[src/rtl/arb2_rr_sel.sv]
// Two-requester round-robin arbiter driving the select of a 2:1 mux stage.
// Grants are held until done, a request drop, or the MAX_HOLD limit.
module arb2_rr_sel #(
  parameter int MAX_HOLD = 15,
  parameter int CW       = 4
) (
  input  logic       clk,
  input  logic       rst,
  input  logic [1:0] req,
  input  logic       done,
  output logic [1:0] grant,
  output logic       sel,
  output logic       busy,
  output logic       timeout
);

  // State encoding doubles as the one-hot grant vector.
  typedef enum logic [1:0] {
    IDLE = 2'b00,
    OWN0 = 2'b01,
    OWN1 = 2'b10
  } state_t;

  localparam int unsigned LIM_I = (MAX_HOLD == 0) ? 0 : MAX_HOLD - 1;
  localparam logic [CW-1:0] LIM = LIM_I[CW-1:0];

  state_t        r_state, w_state_nx;
  logic          r_last, w_last_nx;
  logic [CW-1:0] r_cnt, w_cnt_nx;
  logic          r_sel, w_sel_nx;
  logic          r_busy;
  logic          r_timeout, w_timeout_nx;

  logic          w_own;
  logic          w_norm;
  logic          w_force;
  logic          w_take;
  logic          w_pick;

  assign w_own   = (r_state == OWN1);
  assign w_norm  = done | ~req[w_own];
  assign w_force = (MAX_HOLD != 0) && (r_cnt == LIM) && !w_norm;

  always_comb begin
    // NOTE: every signal gets a default before the case so no path leaves it unassigned (no latches).
    w_state_nx   = r_state;
    w_last_nx    = r_last;
    w_cnt_nx     = r_cnt;
    w_sel_nx     = r_sel;
    w_timeout_nx = 1'b0;
    w_take       = 1'b0;
    w_pick       = 1'b0;

    case (r_state)
      OWN0, OWN1: begin
        if (w_norm || w_force) begin
          w_timeout_nx = w_force;
          if (req[~w_own]) begin
            w_take = 1'b1;
            w_pick = ~w_own;
          end else begin
            w_state_nx = IDLE;
          end
        end else if (r_cnt != '1) begin
          w_cnt_nx = r_cnt + 1'b1;
        end
      end
      default: begin
        if (req != 2'b00) begin
          w_take = 1'b1;
          w_pick = (req == 2'b11) ? ~r_last : req[1];
        end
      end
    endcase

    // Every ownership entry restarts the hold count; sel only moves here, so it holds while idle.
    if (w_take) begin
      w_state_nx = w_pick ? OWN1 : OWN0;
      w_last_nx  = w_pick;
      w_cnt_nx   = '0;
      w_sel_nx   = w_pick;
    end
  end

  // NOTE: sequential state uses non-blocking assignments so all flops update from pre-edge values.
  always_ff @(posedge clk or posedge rst) begin
    if (rst) begin
      r_state   <= IDLE;
      r_last    <= 1'b1;
      r_cnt     <= '0;
      r_sel     <= 1'b0;
      r_busy    <= 1'b0;
      r_timeout <= 1'b0;
    end else begin
      r_state   <= w_state_nx;
      r_last    <= w_last_nx;
      r_cnt     <= w_cnt_nx;
      r_sel     <= w_sel_nx;
      r_busy    <= (w_state_nx != IDLE);
      r_timeout <= w_timeout_nx;
    end
  end

  assign grant   = r_state;
  assign sel     = r_sel;
  assign busy    = r_busy;
  assign timeout = r_timeout;

endmodule

[config.mk]
export PLATFORM = sky130hd
export DESIGN_NAME = arb2_rr_sel
export DESIGN_NICKNAME = d
export VERILOG_FILES = /design/src/rtl/arb2_rr_sel.sv
export SDC_FILE = /design/constraint.sdc
export NUM_CORES = 1
export LEC_CHECK = 0
export ABC_CLOCK_PERIOD_IN_PS = 2200
export BUFFER_PORTS_ARGS = -buffer_cell sky130_fd_sc_hd__buf_2
export CORE_MARGIN = 2
export CORE_UTILIZATION = 45
export CTS_CLUSTER_DIAMETER = 80
export DETAILED_ROUTE_END_ITERATION = 8
export PLACE_DENSITY = 0.71
export REMOVE_ABC_BUFFERS = 1
export SLEW_MARGIN = 20
export SYNTH_ARGS = -nofsm -noshare
export SYNTH_HDL_FRONTEND = slang
export SYNTH_SLANG_ARGS = --single-unit
[constraint.sdc]
create_clock -name clk -period 2.2 [get_ports clk]
set_input_delay 0.55 -clock clk [delete_from_list [all_inputs] [get_ports clk]]
set_output_delay 0.55 -clock clk [all_outputs]
set_load 0.01 [all_outputs]
==> key figures, run 1 <==
Synthesis
  – Primary FF master, synth: dfrtp_1
  – Async SR Flop Fraction: 1.000
  – YS warnings: 0
  – Seq/Total Area, Yosys: 0.3757
  – #FFs+latches synth: 10
  – Syn avg cell area: 9.991 sq um
  – Mapped Area: 669.4 sq um
  – EDFF count, synth: 0
  – Count of cell types in the netlist: 35
  – Syn Inst Count: 67

Clock tree
  – Root buf cell: clkbuf_4
  – Clock net sink count: 10
  – Clock latency on the worst-skew pair: roughly 270 ps
  – CTS buffer count: 3
  – Hold_buf cts: 0
  – Post-CTS setup buffers: 0
  – Resized cells post-CTS: 0
  – CTS tree: yes
  – CTS max path bufs: 2
  – Clock slew at reported path FFs: 70 ps
  – H-tree Lvls: 1

Route
  – WL/cell: 14.27 um
  – Vias/cell: between 5 and 6
  – Detailed Routing Iterations Pass 1: 4
  – Post-DRT Antenna Nets: 0
  – Total Routed Length: 1.327 mm
  – Vias: 529
  – Initial DRC count: 17
  – DRC Markers: 0

Global route
  – GR Overflow Total: 0
  – Vias in the first global route: 486
  – Initial antenna violation count: 0
  – GRT Total Usage: 0.1708
  – First-pass GRT wire length: 2.256 mm
  – Pin count of the biggest net entering global routing: 13

STA
  – Fin Setup TNS: 0 ps
  – Worst-margin pin slew: 493.2 ps
  – RSZ-0062 raised after global routing: no
  – Tcrit/Tclk final: 0.8090
  – Final setup margin: 420.1 ps
  – Crit path time final: 1780 ps
  – Setup violators final: 0
  – Slew Limit Headroom: 0.6647
  – Fin Clk Skew: ~0.32 ps
  – Fmax achieved: about 560 MHz
  – Final Hold Fails: 0
  – Final max-slew violation count: 0

Critical path
  – CP max-delay cell: ha_1
  – CP Cell Sequence: inv_1, ha_1, or2_1, o32ai_1, o31ai_1, o311a_1
  – Startpoint types: register
  – Critical path arrival: ~1900 ps
  – Req. time, crit path: roughly 2400 ps
  – Critical setup path kind: reg2reg
  – CP endpoint kind: register
  – CP bufs+invs: 1
  – CP peak stage delay: 440 ps
  – Top delay family on crit path: compound AO/OA/AOI/OAI gates
  – Crit path max fanout: 12

Die
  – DIE AREA: 0.001812 sq mm
  – Core ar.: ~0.0014 sq mm
  – I/O Pins: 10
  – Die height: 42.57 um
  – Initial Util: 0.4958
  – Die W: 42.57 um
  – Row count: 13

Placement
  – Setup WS pre-CTS: 448.3 ps
  – Dpl hpwl: 970.2 um
  – Routability cong.: 0.7857
  – Inst Count DP: 89
  – Port bufs: 9

Hold path
  – Worst min path class: in2async

Layout
  – Share of layout cells above drive strength 1: 0.3333
  – Commonest non-fill, non-tap cells in the layout: dfrtp_1 (9), buf_2 (9), inv_1 (7)
  – Fin cells: 93
  – Nets: 87
  – Area delta synth->final: 13.27%
  – # fillers: 130
  – # diodes: 0
  – Post-route core utilization: 0.5616

Pwr
  – Peak VDD IR: 0.0006778 V
  – Static Leak: 0.0003471 uW
  – PwrDens: 1237 mW/mm^2

Outcome
  – Status: completed

Flow run
  – Max cap viols: 0
## Yosys cell counts (all sizes together), types with 2 or more instances
cell	number	area, sq um
o21ai	5	25.02
a21oi	2	10.01
ha	3	37.54
a211oi	2	20.02
nand3	2	10.01
inv	7	26.28
nor2	6	25.03
dfrtp	9	225.2
nor3	6	57.55
nand2	3	11.26
o31ai	4	35.03
## state kept, by name, indices dropped and copies added, names as in the netlist
name / cells
sel: 1
r_last: 1
busy: 1
timeout: 1
r_cnt: 4
grant: 2
## kinds of logic after synthesis
group / Yosys count / share of synthesized area
simple gates: 23 / 0.2467
compound gates: 19 / 0.2150
flops: 10 / 0.3757
buf+inv: 9 / 0.05608
fa+ha+maj: 3 / 0.05608
mux: 2 / 0.03738
xor+xnor: 1 / 0.01309
## through the flow
step           hold slack (ps)  cell area (sq um)  power (uW)
6_report                 251.9              758.2       937.7
5_1_grt                  290.1              758.2        1006
4_1_cts                  247.7              758.2       943.8
3_5_place_dp             467.3              721.9       761.7
3_3_place_gp             467.9              721.9       752.2
2_1_floorplan            389.5              658.1       648.8
## worst paths after layout
path | from | depth (start not counted) | to | slack, ps
worst max-delay path | grant[0] | 6 | grant[0] | 420
worst min-delay path | rst | 2 | r_cnt[3] | 250
worst max register to register | grant[0] | 6 | grant[0] | 420
worst min register to register | r_last | 2 | r_last | 480
max in group asynchronous | rst | 2 | r_last | 1630
min in group clk | r_last | 2 | r_last | 480
## layer usage
layer	track usage	wire length, um	up-vias
li1	-	-	267
met1	0.2291	611	236
met2	0.2615	620	24
met3	0.03879	87	2
met4	0.07500	8	0
met5	0	0	-
## where the power goes
group | switching [uW] | total [uW] | leakage, uW | internal [uW]
clock | 72.3 | 173 | 0.0000210 | 100
sequential | 39.3 | 289 | 0.000126 | 250
combinational | 286 | 476 | 0.000200 | 190
## layout make-up
cell class                 count  area [sq um]  share of cell area
tap                           15         18.77             0.02475
clock buffer                   4         36.28             0.04785
inverter                       7         26.28             0.03465
multi-input combinational     48         380.4              0.5017
timing repair buffer           9         45.04             0.05941
sequential                    10         251.5              0.3317
No activity file was read; power rests on OpenSTA's default activity.
==> run 2, diff against run 1 <==
--- a/config.mk
+++ b/config.mk
@@ -5,7 +5,7 @@
 export SDC_FILE = /design/constraint.sdc
 export NUM_CORES = 1
 export LEC_CHECK = 0
-export ABC_CLOCK_PERIOD_IN_PS = 2200
+export ABC_CLOCK_PERIOD_IN_PS = 1800
 export BUFFER_PORTS_ARGS = -buffer_cell sky130_fd_sc_hd__buf_2
 export CORE_MARGIN = 2
 export CORE_UTILIZATION = 45
==> constraint.sdc (replaced) <==
create_clock -name clk -period 1.8 [get_ports clk]
set_input_delay 0.45 -clock clk [delete_from_list [all_inputs] [get_ports clk]]
set_output_delay 0.45 -clock clk [all_outputs]
set_load 0.01 [all_outputs]
==> run 2 against run 1 <==
Utilization increased by 1.7 points. Via count increased by 1.9%. Register-to-register slack got worse by 250 ps. Sequential share of layout area decreased by 0.96 points. Power increased by 26%. Sequential cell count unchanged. First-iteration DRC count decreased by 41%.
==> key figures, run 2 (synthesis results as in run 1) <==
Die
  – I/O Pins: 10 (unchanged)
  – DIE AREA: 0.001812 sq mm (unchanged)
  – Die W: 42.57 um (unchanged)
  – Core ar.: 0.001350 sq mm (unchanged)
  – Initial Util: 0.4958 (unchanged)
  – Die height: 42.57 um (unchanged)
  – Row count: 13 (unchanged)

Critical path
  – Critical path arrival: 1820 ps (was 1940 ps)
  – Critical setup path kind: reg2reg (unchanged)
  – Crit path max fanout: 5 (was 12)
  – Startpoint types: register (unchanged)
  – Req. time, crit path: 1990 ps (was 2360 ps)
  – CP endpoint kind: register (unchanged)

Layout
  – Commonest non-fill, non-tap cells in the layout: dfrtp_1 (9), buf_2 (9), inv_1 (7) (unchanged)
  – # fillers: 115 (was 130)
  – Area delta synth->final: 16.64% (was 13.27%)
  – Largest Register: r_cnt (unchanged)
  – # diodes: 0 (unchanged)
  – Share of layout cells above drive strength 1: 0.3625 (was 0.3333)
  – Max reg flops: 4 (unchanged)
  – Nets: 89 (was 87)

STA
  – Fin Clk Skew: 4.992 ps (was 0.3218 ps)
  – Worst-margin pin slew: 379.4 ps (was 493.2 ps)
  – Fmax achieved: 611.9 MHz (was 561.8 MHz)
  – Tcrit/Tclk final: 0.9079 (was 0.8090)
  – Setup violators final: 0 (unchanged)
  – Crit path time final: 1634 ps (was 1780 ps)
  – Final Hold Fails: 0 (unchanged)
  – Final max-slew violation count: 0 (unchanged)
  – RSZ-0062 raised after global routing: no (unchanged)
  – Fin Setup TNS: 0 ps (unchanged)
  – Slew Limit Headroom: 0.7468 (was 0.6647)
  – Final hold slack: 143.4 ps (was 251.9 ps)

Clock tree
  – Clock slew at reported path FFs: 70 ps (about the same)
  – H-tree Lvls: 1 (unchanged)
  – Hold_buf cts: 0 (unchanged)
  – Post-CTS setup buffers: 0 (unchanged)
  – Clock net sink count: 10 (unchanged)
  – Root buf cell: clkbuf_4 (unchanged)
  – Resized cells post-CTS: 0 (unchanged)
  – Clock latency on the worst-skew pair: 270 ps (about the same)
  – CTS buffer count: 3 (unchanged)
  – CTS max path bufs: 2 (unchanged)
  – CTS tree: yes (unchanged)

Route
  – Initial DRC count: 10 (was 17)
  – Vias: 539 (was 529)
  – Detailed Routing Iterations Pass 1: 4 (unchanged)
  – WL/cell: 13.33 um (was 14.27 um)
  – DRC Markers: 0 (unchanged)
  – Post-DRT Antenna Nets: 0 (unchanged)
  – Vias/cell: 5.674 (was 5.688)
  – Total Routed Length: 1.266 mm (was 1.327 mm)

Global route
  – Initial antenna violation count: 0 (unchanged)
  – Vias in the first global route: 491 (was 486)
  – GR Overflow Total: 0 (unchanged)
  – First-pass GRT wire length: 2.242 mm (was 2.256 mm)
  – Pin count of the biggest net entering global routing: 11 (was 13)
  – GRT Total Usage: 0.1650 (was 0.1708)

Pwr
  – Static Leak: 0.0003586 uW (was 0.0003471 uW)
  – Sw Ratio: 0.4076 (was 0.4241)
  – Peak VDD IR: 0.0008630 V (was 0.0006778 V)
  – Combinational share of power: 0.534 (was 0.507)
  – Sw power: 482.1 uW (was 397.6 uW)
  – Seq pwr share: 0.296 (was 0.308)
  – Clock power share: 0.170 (was 0.184)
  – PwrDens: 1515 mW/mm^2 (was 1237 mW/mm^2)
  – Internal power: 700.7 uW (was 540.1 uW)

Hold path
  – Worst min path class: in2async (unchanged)

Placement
  – Routability cong.: 0.8560 (was 0.7857)
  – Port bufs: 9 (unchanged)
  – Dpl hpwl: 963.7 um (was 970.2 um)

Flow run
  – Max cap viols: 0 (unchanged)

Outcome
  – Status: completed (unchanged)
-- run 2: critical path, cell delays in order (launching register included) --
cell	delay, ps
dfrtp_1	360
inv_1	80
ha_1	260
mux2i_2	160
buf_4	170
nor3_4	250
nor2_1	80
a211oi_2	180
-- run 2: routing by layer --
| metal | up-vias | global-route usage | part of all wire |
|---|---|---|---|
| met5 | - | 0 | 0 |
| met2 | 18 | 0.2554 | 0.48 |
| li1 | 269 | - | - |
| met1 | 252 | 0.2139 | 0.46 |
| met3 | 0 | 0.06897 | 0.062 |
| met4 | 0 | 0.03750 | 0 |
-- run 2: path summary, 6_finish.rpt --
path	depth (start not counted)	slack (ps)	startpoint	endpoint
min in group clk	2	480	r_last	r_last
hold reg to reg	2	480	r_last	r_last
setup reg to reg	7	170	grant[0]	r_cnt[1]
setup / recovery	7	170	grant[0]	r_cnt[1]
max in group asynchronous	2	1340	rst	r_last
hold / removal	2	140	rst	r_cnt[1]
-- run 2: metrics by stage --
stage          area (sq um)  setup WS (ps)  total power [uW]  cells  utilization
2_1_floorplan         658.1          83.23             793.0     65            -
3_3_place_gp          737.0          182.5             960.2     91       0.5459
3_5_place_dp          737.0          108.2             967.7     91       0.5459
4_1_cts               773.2          99.45              1174     95       0.5728
5_1_grt               780.7          49.19              1283     95       0.5783
6_report              780.7          165.8              1183     95       0.5783
-- run 2: layout make-up --
| class | instances | area [sq um] | share of cell area |
|---|---|---|---|
| Clock buffer | 4 | 36.28 | 0.04647 |
| Tap cell | 15 | 18.77 | 0.02404 |
| Sequential cell | 10 | 251.5 | 0.3221 |
| Inverter | 7 | 26.28 | 0.03365 |
| Timing Repair Buffer | 11 | 60.06 | 0.07692 |
| Multi-Input combinational cell | 48 | 387.9 | 0.4968 |
-- run 2: power groups by stage --
stage          sequential [uW]  combinational [uW]  clock [uW]
3_5_place_dp               354                 614           0
4_1_cts                    351                 617         207
3_3_place_gp               352                 609           0
6_report                   351                 631         201
5_1_grt                    360                 705         218
2_1_floorplan              370                 423           0
